==> src/rtl/conv_pkg.sv <==
// Shared types and defaults for the 1-D convolution engine.
// The saturate helper clamps a wide accumulator to an unsigned z_w-bit range.
package conv_pkg;

  typedef enum logic [2:0] {
    IDLE,
    CHECK,
    MAC,
    DRAIN,
    WRITE,
    FINISH
  } state_t;

  localparam int DEF_DATA_W = 8;
  localparam int DEF_ADDR_W = 5;
  localparam int DEF_Z_W    = 16;

  function automatic logic [63:0] saturate(input logic [63:0] acc, input int z_w);
    logic [63:0] max_val;
    max_val = (z_w >= 64) ? {64{1'b1}} : ((64'd1 << z_w) - 64'd1);
    return (acc > max_val) ? max_val : acc;
  endfunction

endpackage

==> src/rtl/conv1d_engine_if.sv <==
// Controller handshake plus the three external memory ports of conv1d_engine.
// master = the engine, slave = controller/memory side.
interface conv1d_engine_if #(
  parameter int DATA_W = conv_pkg::DEF_DATA_W,
  parameter int ADDR_W = conv_pkg::DEF_ADDR_W,
  parameter int Z_W    = conv_pkg::DEF_Z_W
);
  logic              start;
  logic [ADDR_W-1:0] sizeX;
  logic [ADDR_W-1:0] sizeY;
  logic              busy;
  logic              done;
  logic              err;
  logic [ADDR_W-1:0] memX_addr;
  logic              memX_rd;
  logic [DATA_W-1:0] memX_data;
  logic [ADDR_W-1:0] memY_addr;
  logic              memY_rd;
  logic [DATA_W-1:0] memY_data;
  logic [ADDR_W-1:0] memZ_addr;
  logic              memZ_wr;
  logic [Z_W-1:0]    memZ_data;

  modport master (
    input  start, sizeX, sizeY, memX_data, memY_data,
    output busy, done, err, memX_addr, memX_rd, memY_addr, memY_rd,
           memZ_addr, memZ_wr, memZ_data
  );

  modport slave (
    output start, sizeX, sizeY, memX_data, memY_data,
    input  busy, done, err, memX_addr, memX_rd, memY_addr, memY_rd,
           memZ_addr, memZ_wr, memZ_data
  );
endinterface

==> src/rtl/conv_mac.sv <==
// Unsigned multiply-accumulate; valid_in marks a read issued this cycle whose
// operands arrive next cycle, so the product is added one cycle later.
module conv_mac #(
  parameter int DATA_W = 8,
  parameter int ACC_W  = 21
) (
  input  logic              clk,
  input  logic              reset,
  input  logic              clear,
  input  logic              hold,
  input  logic              valid_in,
  input  logic [DATA_W-1:0] a,
  input  logic [DATA_W-1:0] b,
  output logic [ACC_W-1:0]  acc
);
  logic                valid_reg;
  logic [ACC_W-1:0]    acc_reg;
  logic [2*DATA_W-1:0] prod;

  assign prod = a * b;
  assign acc  = acc_reg;

  always_ff @(posedge clk or negedge reset) begin
    if (!reset) begin
      valid_reg <= 1'b0;
      acc_reg   <= '0;
    end else begin
      valid_reg <= valid_in;
      if (clear)
        acc_reg <= '0;
      else if (valid_reg && !hold)
        acc_reg <= acc_reg + ACC_W'(prod);
    end
  end
endmodule

==> src/rtl/conv1d_engine.sv <==
// Direct-form 1-D convolution Z[i] = sum_j Y[j]*X[i-j] over external memories.
// FSM and index counters live here; the MAC datapath is in conv_mac.
module conv1d_engine
  import conv_pkg::*;
#(
  parameter int DATA_W   = DEF_DATA_W,
  parameter int ADDR_W   = DEF_ADDR_W,
  parameter int ACC_W    = 2*DATA_W + ADDR_W,
  parameter int Z_W      = DEF_Z_W,
  parameter int SATURATE = 1
) (
  input logic             clk,
  input logic             reset,
  conv1d_engine_if.master bus
);
  localparam logic [ADDR_W:0] MAX_LEN = {1'b1, {ADDR_W{1'b0}}};

  state_t            state_reg;
  logic [ADDR_W-1:0] sx_reg, sy_reg, i_reg, j_reg;
  logic              busy_reg, done_reg, err_reg;
  logic [ADDR_W:0]   job_len, last_i;
  logic              bad_size, term_valid;
  logic [ACC_W-1:0]  acc;
  logic [Z_W-1:0]    z_word;

  assign job_len  = {1'b0, sx_reg} + {1'b0, sy_reg} - (ADDR_W+1)'(1);
  assign last_i   = job_len - (ADDR_W+1)'(1);
  assign bad_size = (sx_reg == '0) || (sy_reg == '0) || (job_len > MAX_LEN);
  // Only taps with 0 <= i-j < sizeX touch memory; the rest contribute zero.
  assign term_valid = (state_reg == MAC) && (i_reg >= j_reg) && ((i_reg - j_reg) < sx_reg);

  conv_mac #(.DATA_W(DATA_W), .ACC_W(ACC_W)) u_mac (
    .clk      (clk),
    .reset    (reset),
    .clear    ((state_reg == CHECK) || (state_reg == WRITE)),
    .hold     (!((state_reg == MAC) || (state_reg == DRAIN))),
    .valid_in (term_valid),
    .a        (bus.memX_data),
    .b        (bus.memY_data),
    .acc      (acc)
  );

  always_comb begin
    z_word = (SATURATE != 0) ? Z_W'(saturate(64'(acc), Z_W)) : Z_W'(acc);
  end

  assign bus.busy      = busy_reg;
  assign bus.done      = done_reg;
  assign bus.err       = err_reg;
  assign bus.memX_rd   = term_valid;
  assign bus.memX_addr = i_reg - j_reg;
  assign bus.memY_rd   = term_valid;
  assign bus.memY_addr = j_reg;
  assign bus.memZ_wr   = (state_reg == WRITE);
  assign bus.memZ_addr = i_reg;
  assign bus.memZ_data = z_word;

  always_ff @(posedge clk or negedge reset) begin
    if (!reset) begin
      state_reg <= IDLE;
      sx_reg    <= '0;
      sy_reg    <= '0;
      i_reg     <= '0;
      j_reg     <= '0;
      busy_reg  <= 1'b0;
      done_reg  <= 1'b0;
      err_reg   <= 1'b0;
    end else begin
      done_reg <= 1'b0;
      case (state_reg)
        IDLE: if (bus.start) begin
          sx_reg    <= bus.sizeX;
          sy_reg    <= bus.sizeY;
          err_reg   <= 1'b0;
          busy_reg  <= 1'b1;
          state_reg <= CHECK;
        end
        CHECK: if (bad_size) begin
          err_reg   <= 1'b1;
          busy_reg  <= 1'b0;
          done_reg  <= 1'b1;
          state_reg <= FINISH;
        end else begin
          i_reg     <= '0;
          j_reg     <= '0;
          state_reg <= MAC;
        end
        MAC: if (j_reg == sy_reg - ADDR_W'(1))
          state_reg <= DRAIN;
        else
          j_reg <= j_reg + ADDR_W'(1);
        DRAIN: state_reg <= WRITE;
        WRITE: begin
          j_reg <= '0;
          if ({1'b0, i_reg} == last_i) begin
            busy_reg  <= 1'b0;
            done_reg  <= 1'b1;
            state_reg <= FINISH;
          end else begin
            i_reg     <= i_reg + ADDR_W'(1);
            state_reg <= MAC;
          end
        end
        FINISH:  state_reg <= IDLE;
        default: state_reg <= IDLE;
      endcase
    end
  end
endmodule

==> src/flat_wrapper.sv <==
// flat-port wrapper written by rule: the top's interface ports become plain ports
module conv1d_engine_flat import conv_pkg::*;
#(
  parameter int DATA_W   = DEF_DATA_W,
  parameter int ADDR_W   = DEF_ADDR_W,
  parameter int ACC_W    = 2*DATA_W + ADDR_W,
  parameter int Z_W      = DEF_Z_W,
  parameter int SATURATE = 1
)
  (clk, reset, bus_start, bus_sizeX, bus_sizeY, bus_memX_data, bus_memY_data, bus_busy, bus_done, bus_err, bus_memX_addr, bus_memX_rd, bus_memY_addr, bus_memY_rd, bus_memZ_addr, bus_memZ_wr, bus_memZ_data);
  conv1d_engine_if #(.DATA_W(DATA_W), .ADDR_W(ADDR_W), .Z_W(Z_W)) bus_i ();
  input logic clk;
  input logic reset;
  input wire logic [$bits(bus_i.start)-1:0] bus_start;
  input wire logic [$bits(bus_i.sizeX)-1:0] bus_sizeX;
  input wire logic [$bits(bus_i.sizeY)-1:0] bus_sizeY;
  input wire logic [$bits(bus_i.memX_data)-1:0] bus_memX_data;
  input wire logic [$bits(bus_i.memY_data)-1:0] bus_memY_data;
  output wire logic [$bits(bus_i.busy)-1:0] bus_busy;
  output wire logic [$bits(bus_i.done)-1:0] bus_done;
  output wire logic [$bits(bus_i.err)-1:0] bus_err;
  output wire logic [$bits(bus_i.memX_addr)-1:0] bus_memX_addr;
  output wire logic [$bits(bus_i.memX_rd)-1:0] bus_memX_rd;
  output wire logic [$bits(bus_i.memY_addr)-1:0] bus_memY_addr;
  output wire logic [$bits(bus_i.memY_rd)-1:0] bus_memY_rd;
  output wire logic [$bits(bus_i.memZ_addr)-1:0] bus_memZ_addr;
  output wire logic [$bits(bus_i.memZ_wr)-1:0] bus_memZ_wr;
  output wire logic [$bits(bus_i.memZ_data)-1:0] bus_memZ_data;
  assign bus_i.start = bus_start;
  assign bus_i.sizeX = bus_sizeX;
  assign bus_i.sizeY = bus_sizeY;
  assign bus_i.memX_data = bus_memX_data;
  assign bus_i.memY_data = bus_memY_data;
  assign bus_busy = bus_i.busy;
  assign bus_done = bus_i.done;
  assign bus_err = bus_i.err;
  assign bus_memX_addr = bus_i.memX_addr;
  assign bus_memX_rd = bus_i.memX_rd;
  assign bus_memY_addr = bus_i.memY_addr;
  assign bus_memY_rd = bus_i.memY_rd;
  assign bus_memZ_addr = bus_i.memZ_addr;
  assign bus_memZ_wr = bus_i.memZ_wr;
  assign bus_memZ_data = bus_i.memZ_data;
  conv1d_engine #(.DATA_W(DATA_W), .ADDR_W(ADDR_W), .ACC_W(ACC_W), .Z_W(Z_W), .SATURATE(SATURATE)) u_core (.clk(clk), .reset(reset), .bus(bus_i));
endmodule
==> config.mk <==
export PLATFORM = sky130hd
export DESIGN_NAME = conv1d_engine_flat
export DESIGN_NICKNAME = d
export VERILOG_FILES = /design/src/rtl/conv_pkg.sv /design/src/rtl/conv1d_engine_if.sv /design/src/rtl/conv_mac.sv /design/src/rtl/conv1d_engine.sv /design/src/flat_wrapper.sv
export SDC_FILE = /design/constraint.sdc
export NUM_CORES = 1
export LEC_CHECK = 0
export ABC_AREA = 1
export BUFFER_PORTS_ARGS = -buffer_cell sky130_fd_sc_hd__buf_2
export CORE_MARGIN = 2
export CORE_UTILIZATION = 35
export CTS_CLUSTER_DIAMETER = 30
export DETAILED_ROUTE_END_ITERATION = 16
export PLACE_DENSITY = 0.49
export RECOVER_POWER = 50
export SETUP_SLACK_MARGIN = 0.1
export SLEW_MARGIN = 30
export SYNTH_ARGS = -nofsm -noshare
export SYNTH_HDL_FRONTEND = slang
export SYNTH_HIERARCHICAL = 1
export SYNTH_SLANG_ARGS = --single-unit
==> constraint.sdc <==
create_clock -name clk -period 11.1 [get_ports clk]
set_input_delay 0.555 -clock clk [delete_from_list [all_inputs] [get_ports clk]]
set_output_delay 0.555 -clock clk [all_outputs]
set_load 0.03 [all_outputs]
==> impl_metrics.json <==
{
  "antenna_cells": 0,
  "htree_levels": 2,
  "ctsResizeCount": 0,
  "worst_pin_slew_ns": 2.84,
  "num_io_pins": 66,
  "cts_tree": "yes",
  "startpoint_type": "register",
  "hold_start": "bus_sizeY[1]",
  "cts_setup_buffers": 0,
  "place_ws_ns": 6.74,
  "rows": 48,
  "violations": "capacitance limit, slew limit",
  "ys_warn_count": 6,
  "grt_max_degree": 49,
  "min_period_ns": 4.08,
  "synth_cell_types": 42,
  "nFillCells": 1855,
  "coreArea_mm2": 0.0173,
  "yosysSeqAreaShare_pct": 19.4,
  "slew_headroom_pct": -89.4,
  "wire_per_inst_um": 13.0,
  "hold_buffers": 0,
  "leakagePower_uw": 0.00405,
  "r2r-start": "u_core/u_mac/acc[6]",
  "synth_top_cell_area_share_pct": 19.4,
  "clockBufferDepth": 2,
  "yosys.area.top_type": "dfrtp_1",
  "max_freq_mhz": 245,
  "ant_nets": 0,
  "finalSetupViolations": 0,
  "setup_ws_ns": 7.02,
  "syn-instance-count": 857,
  "initial_core_util_pct": 35.9,
  "synth_flop_cell": "dfrtp_1",
  "min_to": "u_core/sy_reg[1]",
  "io_buffers": 65,
  "status": "complete, but fails checks",
  "die_h_um": 137,
  "critical_path_class": "reg2out",
  "path_clk_slew_ns": 0.07,
  "cts_num_sinks": 48,
  "drt_wl_total_um": 14800,
  "largest_reg_flops": 21,
  "num_vias": 5122,
  "syn_area_per_cell_um2": 7.24,
  "reg2reg_slack_ns": 7.15,
  "final.setup.tns_ns": 0,
  "synth_area_mm2": 0.00621,
  "syn_nets": 1002,
  "power.total_uw": 2120,
  "power_density_mw_per_mm2": 309,
  "arrival_ns": 3.52,
  "antenna_found_initial": 0,
  "hold_viol": 0,
  "die_w_um": 137,
  "hpwl_um": 12200,
  "worstRegToRegCells": 17,
  "peakVddDrop_mv": 0.261,
  "root_buffer": "clkbuf_16",
  "rsz0062_at_grt": "no",
  "whs_path_depth": 3,
  "clock_skew_ns": 0.0109,
  "gr-total-overflow": 0,
  "finalMaxSlewViolations": 49,
  "synth_edf_count": 0,
  "drt_iter0_markers": 153,
  "drive_gt1_share_pct": 13.3,
  "globalplace.congestion": 0.804,
  "grt_use_total_pct": 16.8,
  "synth-async-reset-ratio_pct": 100,
  "cp.required_ns": 10.55,
  "grt_pass1_wl_um": 24900,
  "maxCapViolCount": 1,
  "synth-seq-cells": 48,
  "grt_pass1_vias": 5015,
  "endpoint_kind": "primary output",
  "finalNetCount": 1052,
  "hold_class": "in2reg",
  "drt-pass1-iter-count": 5,
  "synthTopCellsByArea": "dfrtp_1, fa_1, inv_1",
  "cts_made_buffers": 5,
  "fin_crit_sh_pct": 36.7,
  "path_max_fanout": 7,
  "drcViolationCount": 0,
  "vias_per_cell": 4.52,
  "die_area_mm2": 0.0188,
  "timing.rr.end": "u_core/u_mac/acc[17]",
  "syn_to_final_growth_pct": 10.8,
  "clock_latency_ns": 0.30
}
-- Yosys cell counts (5+ instances only) --
library cell / number
xor2_1: 7
nor2_1: 28
fa_1: 52
nor2_4: 5
a21oi_1: 30
inv_1: 219
dfrtp_1: 48
nand3_2: 9
clkbuf_1: 19
o21ai_0: 32
ha_1: 64
o21ai_1: 9
nand2_2: 21
xnor2_1: 6
nand2_1: 209
nand4_1: 6
nand3_1: 48
-- power breakdown --
part | internal, uW | switching, uW | leakage, uW
combinational | 570 | 1100 | 0.00333
clock | 107 | 75.2 | 0.0000804
sequential | 226 | 46.0 | 0.000642
-- worst max path at each step --
stage                                  from                   end  slack (ns)
floorplan           u_core/bus.memY_addr[0]           bus_memY_rd        6.56
global placement           bus_memX_data[4]  u_core/u_mac/acc[14]        6.71
detailed placement         bus_memY_data[4]  u_core/u_mac/acc[14]        6.74
CTS                 u_core/bus.memZ_addr[0]           bus_memX_rd        6.96
global route        u_core/bus.memZ_addr[0]           bus_memX_rd        6.73
finish              u_core/bus.memZ_addr[0]           bus_memX_rd        7.02
-- logic make-up (layout without fill, tap and decap cells) --
logic type | Yosys count | in the layout | synth area share, %
buf+inv | 247 | 298 | 15.2
fa+ha+maj | 116 | 116 | 29.7
xor+xnor | 13 | 13 | 1.83
compound gates | 87 | 87 | 7.92
flops | 48 | 48 | 19.4
simple gates | 346 | 346 | 26.0
-- cell usage in the layout, fill, tap and decap left out, drive strengths merged --
cell      count
nand2       232
inv         224
ha           64
nand3        58
buf          54
fa           52
dfrtp        48
o21ai        44
nor2         37
a21oi        33
clkbuf       18
xor2          7
nand4         7
xnor2         6
nor3          4
o21bai        3
or2           3
o22ai         3
and2          2
bufinv        1
clkinvlp      1
nor3b         1
nor4          1
o211ai        1
nand3b        1
a21boi        1
o31ai         1
a22o          1
-- critical path: stages (launching register included) --
cell	delay, ns
dfrtp_1	0.48
inv_1	0.12
ha_1	0.14
inv_1	0.05
fa_1	0.41
a21oi_1	0.15
o21ai_0	0.11
xor2_1	0.24
ha_1	0.31
a21oi_1	0.14
o21ai_0	0.12
nor4_1	0.63
buf_2	0.32
-- metrics by stage --
stage | instance area, um^2 | utilization, % | std cells | hold slack (ns)
after floorplan | 6210 | - | 857 | 0.259
after global placement | 6720 | 38.9 | 1125 | 0.508
after CTS | 6900 | 39.9 | 1133 | 0.408
after global routing | 6880 | 39.8 | 1133 | 0.464
after detailed placement | 6720 | 38.9 | 1125 | 0.485
final | 6880 | 39.8 | 1133 | 0.465
-- layout make-up --
type / count / area (um^2) / share of cell area, %
Clock buffer: 5 / 125 / 1.82
Sequential cell: 48 / 1200 / 17.5
Inverter: 223 / 837 / 12.2
Clock inverter: 3 / 46.3 / 0.673
Timing Repair Buffer: 67 / 322 / 4.68
Tap cell: 225 / 282 / 4.09
Multi-Input combinational cell: 562 / 4060 / 59.1
-- routing by layer --
layer  global-route usage (%)  vias to the layer above  wire length (um)
met2                     28.8                       62              6950
met1                     23.1                     2375              7290
met5                        0                        -                 0
li1                         -                     2676                 -
met3                     1.33                        9               364
met4                     3.78                        0               168
Power figures use the tool's default switching activity.
